===== config.mk =====
export PLATFORM = sky130hd
export DESIGN_NAME = sky130_sram_1rw1r_arb
export DESIGN_NICKNAME = d
export VERILOG_FILES = /design/src/rtl/sram_arb_pkg.sv /design/src/rtl/sram_arb_sched.sv /design/src/rtl/sky130_sram_1rw1r_arb.sv
export SDC_FILE = /design/constraint.sdc
export NUM_CORES = 1
export LEC_CHECK = 0
export BUFFER_PORTS_ARGS = -buffer_cell sky130_fd_sc_hd__buf_2
export CAP_MARGIN = 20
export CORE_AREA = 2 2 112 114
export DETAILED_ROUTE_END_ITERATION = 8
export DIE_AREA = 0 0 114 116
export SYNTH_ARGS = -nofsm -noshare
export SYNTH_HDL_FRONTEND = slang
export SYNTH_HIERARCHICAL = 1
export SYNTH_SLANG_ARGS = --single-unit

===== constraint.sdc =====
create_clock -name clk -period 1.5 [get_ports clk]
set_clock_uncertainty 0.2 [all_clocks]
set_input_delay 0.3 -clock clk [delete_from_list [all_inputs] [get_ports clk]]
set_output_delay 0.3 -clock clk [all_outputs]
set_load 0.1 [all_outputs]

===== src/rtl/sram_arb_pkg.sv =====
// Shared types and default geometry for the 1RW+1R SRAM arbiter.
// Macro geometry is fixed by the sky130 32x512 instance; struct fields follow these widths.
package sram_arb_pkg;

    localparam int DEF_ADDR_WIDTH = 9;
    localparam int DEF_DATA_WIDTH = 32;
    localparam int DEF_NUM_WMASKS = DEF_DATA_WIDTH / 8;

    typedef enum logic {
        PORT0 = 1'b0,
        PORT1 = 1'b1
    } port_sel_e;

    typedef struct packed {
        logic                      we;
        logic [DEF_NUM_WMASKS-1:0] wmask;
        logic [DEF_ADDR_WIDTH-1:0] addr;
        logic [DEF_DATA_WIDTH-1:0] wdata;
    } sram_req_t;

endpackage


===== src/rtl/sram_arb_sched.sv =====
// Combinational scheduler: maps two requests onto macro port 0 (RW) and port 1 (R),
// resolving write/write contention by round-robin and stalling same-address reads behind a write.
module sram_arb_sched
    import sram_arb_pkg::*;
(
    input  logic                      en,
    input  logic [1:0]                req_valid,
    input  sram_req_t                 req [2],
    input  logic                      rr_ptr,
    output logic [1:0]                req_ready,
    output logic [1:0]                rd_acc,
    output port_sel_e                 rd_port [2],
    output logic                      contended,
    output logic                      csb0,
    output logic                      web0,
    output logic [DEF_NUM_WMASKS-1:0] wmask0,
    output logic [DEF_ADDR_WIDTH-1:0] addr0,
    output logic [DEF_DATA_WIDTH-1:0] din0,
    output logic                      csb1,
    output logic [DEF_ADDR_WIDTH-1:0] addr1
);

    logic [1:0] is_wr;
    logic [1:0] is_rd;
    logic       wsel;
    logic       rsel;
    logic       collide;

    assign is_wr     = req_valid & {req[1].we, req[0].we};
    assign is_rd     = req_valid & ~{req[1].we, req[0].we};
    assign contended = en & is_wr[0] & is_wr[1];
    // With a single writer wsel points at it; with two, the round-robin pointer decides.
    assign wsel      = (&is_wr) ? rr_ptr : is_wr[1];
    assign rsel      = ~wsel;
    assign collide   = (req[rsel].addr == req[wsel].addr);

    always_comb begin
        // NOTE: every output gets a default first so no path through the block infers a latch.
        req_ready  = '0;
        rd_acc     = '0;
        rd_port[0] = PORT0;
        rd_port[1] = PORT0;
        csb0       = 1'b1;
        web0       = 1'b1;
        wmask0     = '0;
        addr0      = '0;
        din0       = '0;
        csb1       = 1'b1;
        addr1      = '0;

        if (en) begin
            if (|is_wr) begin
                req_ready[wsel] = 1'b1;
                csb0            = 1'b0;
                web0            = 1'b0;
                wmask0          = req[wsel].wmask;
                addr0           = req[wsel].addr;
                din0            = req[wsel].wdata;
                // Only the other requester can be reading; it moves to port 1 unless it hits the write address.
                if (is_rd[rsel] && !collide) begin
                    req_ready[rsel] = 1'b1;
                    rd_acc[rsel]    = 1'b1;
                    rd_port[rsel]   = PORT1;
                    csb1            = 1'b0;
                    addr1           = req[rsel].addr;
                end
            end else begin
                if (is_rd[0]) begin
                    req_ready[0] = 1'b1;
                    rd_acc[0]    = 1'b1;
                    rd_port[0]   = PORT0;
                    csb0         = 1'b0;
                    addr0        = req[0].addr;
                end
                if (is_rd[1]) begin
                    req_ready[1] = 1'b1;
                    rd_acc[1]    = 1'b1;
                    rd_port[1]   = PORT1;
                    csb1         = 1'b0;
                    addr1        = req[1].addr;
                end
            end
        end
    end

endmodule


===== src/rtl/sky130_sram_1rw1r_arb.sv =====
// Two-requester front end for a sky130 1RW+1R SRAM macro with 1-cycle read responses.
// Define SRAM_ARB_STATS_EN to add saturating stall_cnt / wr_cnt outputs.
module sky130_sram_1rw1r_arb
    import sram_arb_pkg::*;
#(
    parameter int ADDR_WIDTH = DEF_ADDR_WIDTH,
    parameter int DATA_WIDTH = DEF_DATA_WIDTH,
    parameter int NUM_WMASKS = DEF_NUM_WMASKS
) (
    input  logic                    clk,
    input  logic                    rst_n,
    input  logic [1:0]              req_valid,
    output logic [1:0]              req_ready,
    input  logic [1:0]              req_we,
    input  logic [2*NUM_WMASKS-1:0] req_wmask,
    input  logic [2*ADDR_WIDTH-1:0] req_addr,
    input  logic [2*DATA_WIDTH-1:0] req_wdata,
    output logic [1:0]              rsp_valid,
    output logic [2*DATA_WIDTH-1:0] rsp_rdata,
    output logic                    csb0,
    output logic                    web0,
    output logic [NUM_WMASKS-1:0]   wmask0,
    output logic [ADDR_WIDTH-1:0]   addr0,
    output logic [DATA_WIDTH-1:0]   din0,
    input  logic [DATA_WIDTH-1:0]   dout0,
    output logic                    csb1,
    output logic [ADDR_WIDTH-1:0]   addr1,
    input  logic [DATA_WIDTH-1:0]   dout1
`ifdef SRAM_ARB_STATS_EN
    ,
    output logic [15:0]             stall_cnt,
    output logic [15:0]             wr_cnt
`endif
);

    sram_req_t req [2];
    logic      rr_ptr;
    logic      contended;
    logic [1:0] rd_acc;
    port_sel_e rd_port    [2];
    port_sel_e port_sel_q [2];

    always_comb begin
        for (int k = 0; k < 2; k++) begin
            req[k].we    = req_we[k];
            req[k].wmask = req_wmask[k*NUM_WMASKS +: NUM_WMASKS];
            req[k].addr  = req_addr[k*ADDR_WIDTH +: ADDR_WIDTH];
            req[k].wdata = req_wdata[k*DATA_WIDTH +: DATA_WIDTH];
        end
    end

    // Holding the scheduler disabled while rst_n is low keeps both chip selects high during reset.
    sram_arb_sched u_sched (
        .en        (rst_n),
        .req_valid (req_valid),
        .req       (req),
        .rr_ptr    (rr_ptr),
        .req_ready (req_ready),
        .rd_acc    (rd_acc),
        .rd_port   (rd_port),
        .contended (contended),
        .csb0      (csb0),
        .web0      (web0),
        .wmask0    (wmask0),
        .addr0     (addr0),
        .din0      (din0),
        .csb1      (csb1),
        .addr1     (addr1)
    );

    always_ff @(posedge clk or negedge rst_n) begin
        if (!rst_n) begin
            rr_ptr        <= 1'b0;
            rsp_valid     <= '0;
            port_sel_q[0] <= PORT0;
            port_sel_q[1] <= PORT0;
        end else begin
            // NOTE: sequential state uses non-blocking assignments so every flop samples pre-edge values.
            if (contended) begin
                rr_ptr <= ~rr_ptr;
            end
            rsp_valid  <= rd_acc;
            port_sel_q <= rd_port;
        end
    end

    // The macro presents read data during the cycle after capture; steer it by the recorded port.
    always_comb begin
        for (int k = 0; k < 2; k++) begin
            rsp_rdata[k*DATA_WIDTH +: DATA_WIDTH] = (port_sel_q[k] == PORT1) ? dout1 : dout0;
        end
    end

`ifdef SRAM_ARB_STATS_EN
    logic stall_ev;
    logic wr_ev;

    assign stall_ev = |(req_valid & ~req_ready);
    assign wr_ev    = ~csb0 & ~web0;

    always_ff @(posedge clk or negedge rst_n) begin
        if (!rst_n) begin
            stall_cnt <= '0;
            wr_cnt    <= '0;
        end else begin
            if (stall_ev && (stall_cnt != 16'hFFFF)) begin
                stall_cnt <= stall_cnt + 16'd1;
            end
            if (wr_ev && (wr_cnt != 16'hFFFF)) begin
                wr_cnt <= wr_cnt + 16'd1;
            end
        end
    end
`endif

endmodule


==> results by group <==
Setup path
  • Largest stage delay on the critical path: 0.38 ns
  • Setup CP Type: flop to primary output
  • Reg-to-Reg Start: rr_ptr
  • FF-to-FF setup slack: 0.03 ns
  • Crit path max-delay cell type: dfrtp_1
  • Worst Setup SP: rr_ptr
  • Critical R2R Capture: port_sel_q[0]
  • Crit path top cell by count: buf_12
  • Crit. End Element: primary output
  • Cell Chain, Critical Path: and3b_2 > nor2_8 > buf_12 > mux2i_1 > nor3b_4 > buf_12
  • Cell depth of the worst flop-to-flop path: 5
  • Startpoint Class: flop
  • Worst Path Arrival: 1.75 ns
  • Critical path endpoint: addr1[2]
  • Crit path max fanout: 13
  • Worst path required time: 1.00 ns

Floorplanning
  • Die W: 114 um
  • Num rows: 40
  • # IOs: 285
  • CORE AREA: 11900 um^2
  • DIE AREA: 13200 um^2
  • Die Y: 116 um
  • Initial core utilization: 0.196

Timing
  • Max-slew headroom: 0.782
  • Min cycle time layout: 2.25 ns
  • Setup TNS: -64.35 ns
  • PnR worst setup slack: -0.750 ns
  • Final Hold Vio Count: 0
  • Worst-Margin Slew: 0.318 ns
  • RSZ-0062 raised after global routing: true
  • Final setup fails: 125
  • Pins Over Slew Limit: 0
  • Fmax achieved: 444 MHz
  • Fin crit share: 1.50

Synthesis
  • Count leader, synth: nand2_1
  • FF+latch count, synth: 5
  • Area leader, netlist: mux2_4
  • EDFF count, synth: 0
  • Post-Synth Simple-Gate Area: 0.238
  • Seq/Total Area, Yosys: 0.0536
  • Most frequent cells after synthesis: nand2_1 (97), mux2_4 (60), a21oi_1 (50)
  • Yosys warns: 6
  • Post-Synth XOR/XNOR Area: 0.0375
  • Mapped Area: 2340 um^2
  • Cell count after synthesis: 291
  • Post-synth ARST share: 1.00
  • Synth area leaders: mux2_4 (39%), nand2_1 (16%), a21oi_1 (11%)
  • Average size of a mapped cell: 8.03 um^2
  • Post-synthesis cell type count: 32
  • Compound-gate portion of the synthesized area: 0.130
  • Top cell type's share of synthesized area: 0.386
  • Mux cell area share after synthesis: 0.439
  • Adder-cell share of the synthesized area: 0
  • Ys flop type: dfrtp_1
  • Post-synthesis net count: 451
  • Main combinational cell family by area after synthesis: multiplexers

Global routing
  • Gr ovfl total: 0
  • Initial antenna violation count: 1
  • Gr usage total: 0.192
  • First-pass GRT wire length: 20200 um
  • Vias in the first global route: 3784
  • Largest net degree at the start of global routing: 47

Power and ir drop
  • Sw frac: 0.547
  • Switch Pwr: 2.48 mW
  • Max IR drop VDD: 0.315 mV
  • Power share of the sequential group: 0.037
  • Power per standard cell area: 601 nW/um^2
  • Internal power: 2.05 mW
  • Combinational share of power: 0.867
  • Clock Power Share: 0.096
  • P_leak: 3.37 nW

Final layout
  • # fillers: 875
  • Fraction of layout cells with a size suffix above 1: 0.860
  • Total Nets Final: 781
  • Area grow syn2layout: 222%

Hold path
  • Hold Crit Start: req_valid[0]
  • Worst Hold Class: primary input to flop

Clock tree
  • Clock Sinks: 5
  • CTS buffer count: 3
  • Worst-skew pair later-pin latency: 0.23 ns
  • Root Driver: clkbuf_16
  • Worst-path clk slew: 0.03 ns
  • CTS tree: yes
  • H-tree depth: 1
  • Clock Path Buffers: 2

Route
  • Via density: 4.64
  • Via count: 3560
  • DRC Markers: 0
  • Drt pass-1 iters: 5
  • Initial DRC count: 148
  • DRT antenna net count: 0
  • Drt wl/cell: 17.5 um
  • Total Wirelength: 13400 um

Placement
  • Hpwl dp: 10700 um
  • Post-Place Setup Slack: -0.804 ns
  • Port bufs: 284
  • GP Congestion: 0.834

Run status
  • Violated checks: negative setup slack
  • Status: finished, violations left

Flow run
  • Max cap viols: 0
state kept, by name, indices dropped and copies added, names as in the netlist:
name,cells
port_sel_q,2
rsp_valid,2
rr_ptr,1
stage by stage:
step / std cells / utilization / area (um^2) / hold slack (ns) / total power, mW
after floorplan: 291 / - / 3180 / -0.196 / 2.52
after global placement: 747 / 0.567 / 6760 / 0.0606 / 3.83
after detailed placement: 747 / 0.567 / 6760 / 0.0765 / 3.87
after CTS: 763 / 0.622 / 7410 / 0.152 / 4.51
after global routing: 768 / 0.632 / 7530 / 0.172 / 4.67
final: 768 / 0.632 / 7530 / 0.155 / 4.53
how the worst min path moves through the flow:
stage	end	slack, ns	cells past startpoint
2_1_floorplan	port_sel_q[0]	-0.20	0
3_5_place_dp	rr_ptr	0.08	2
4_1_cts	port_sel_q[1]	0.15	3
3_3_place_gp	rr_ptr	0.06	2
6_report	port_sel_q[1]	0.15	3
5_1_grt	rsp_valid[0]	0.17	3
cell families (layout without fill, tap and decap cells):
logic type | after synthesis | after routing
xor gates and xnor gates | 10 | 10
muxes | 72 | 72
other | 0 | 1
and+or+nand+nor | 122 | 122
buffers and inverters | 24 | 353
DFF | 5 | 5
AOI/OAI and AO/OA | 58 | 58
timing repair:
action,in CTS,in global routing
resized for setup,102,14
hold buffers,1,0
hold endpoints to repair,5,0
cloned,6,0
pin swaps,16,10
endpoints found under the setup margin,126,126
buffers inserted,5,4
routing by layer:
layer	part of all wire	up-vias	track usage	routed length [um]
met4	0.0099	0	0.0350	133
li1	-	1676	-	-
met1	0.34	1676	0.208	4620
met2	0.54	192	0.363	7280
met3	0.10	16	0.0675	1400
met5	0	-	0	0
worst max-delay path: cells and delay by family (launching register included):
kind / cells / cell delay (ns)
flops: 1 / 0.38
mux: 1 / 0.17
buf+inv: 2 / 0.36
simple gates: 3 / 0.60
cells in the final DEF, fill, tap and decap left out, types with 2 or more instances in the layout:
cell type and count:
buf_2 149, buf_12 136, nand2_1 65, mux2_4 64, a21oi_4 48, buf_4 34, nand2_2 23, buf_6 17
nand2_4 9, buf_16 8, xnor2_2 8, nor3b_4 8, mux2i_1 4, mux2i_2 4, clkbuf_16 3, buf_8 3
dfrtp_1 3, dfrtp_2 2, o21ai_4 2, nand4_1 2, a21oi_1 2
power by group through the flow:
stage / combinational [mW] / clock, mW / sequential [mW]
after floorplan: 2.33 / 0 / 0.189
final: 3.93 / 0.434 / 0.167
after global routing: 4.05 / 0.453 / 0.169
after detailed placement: 3.70 / 0 / 0.165
after CTS: 3.90 / 0.445 / 0.171
after global placement: 3.66 / 0 / 0.167
final cells by class:
class | count | area, um^2 | area share
repair buffers | 348 | 4190 | 0.556
multi-input cells | 262 | 2950 | 0.391
well taps | 147 | 184 | 0.0244
flip-flops and latches | 5 | 128 | 0.0169
clock buffers | 4 | 78.8 | 0.0105
inverters | 1 | 3.75 | 0.000498
diodes | 1 | 2.50 | 0.000332
(Power assumes the default switching activity.)
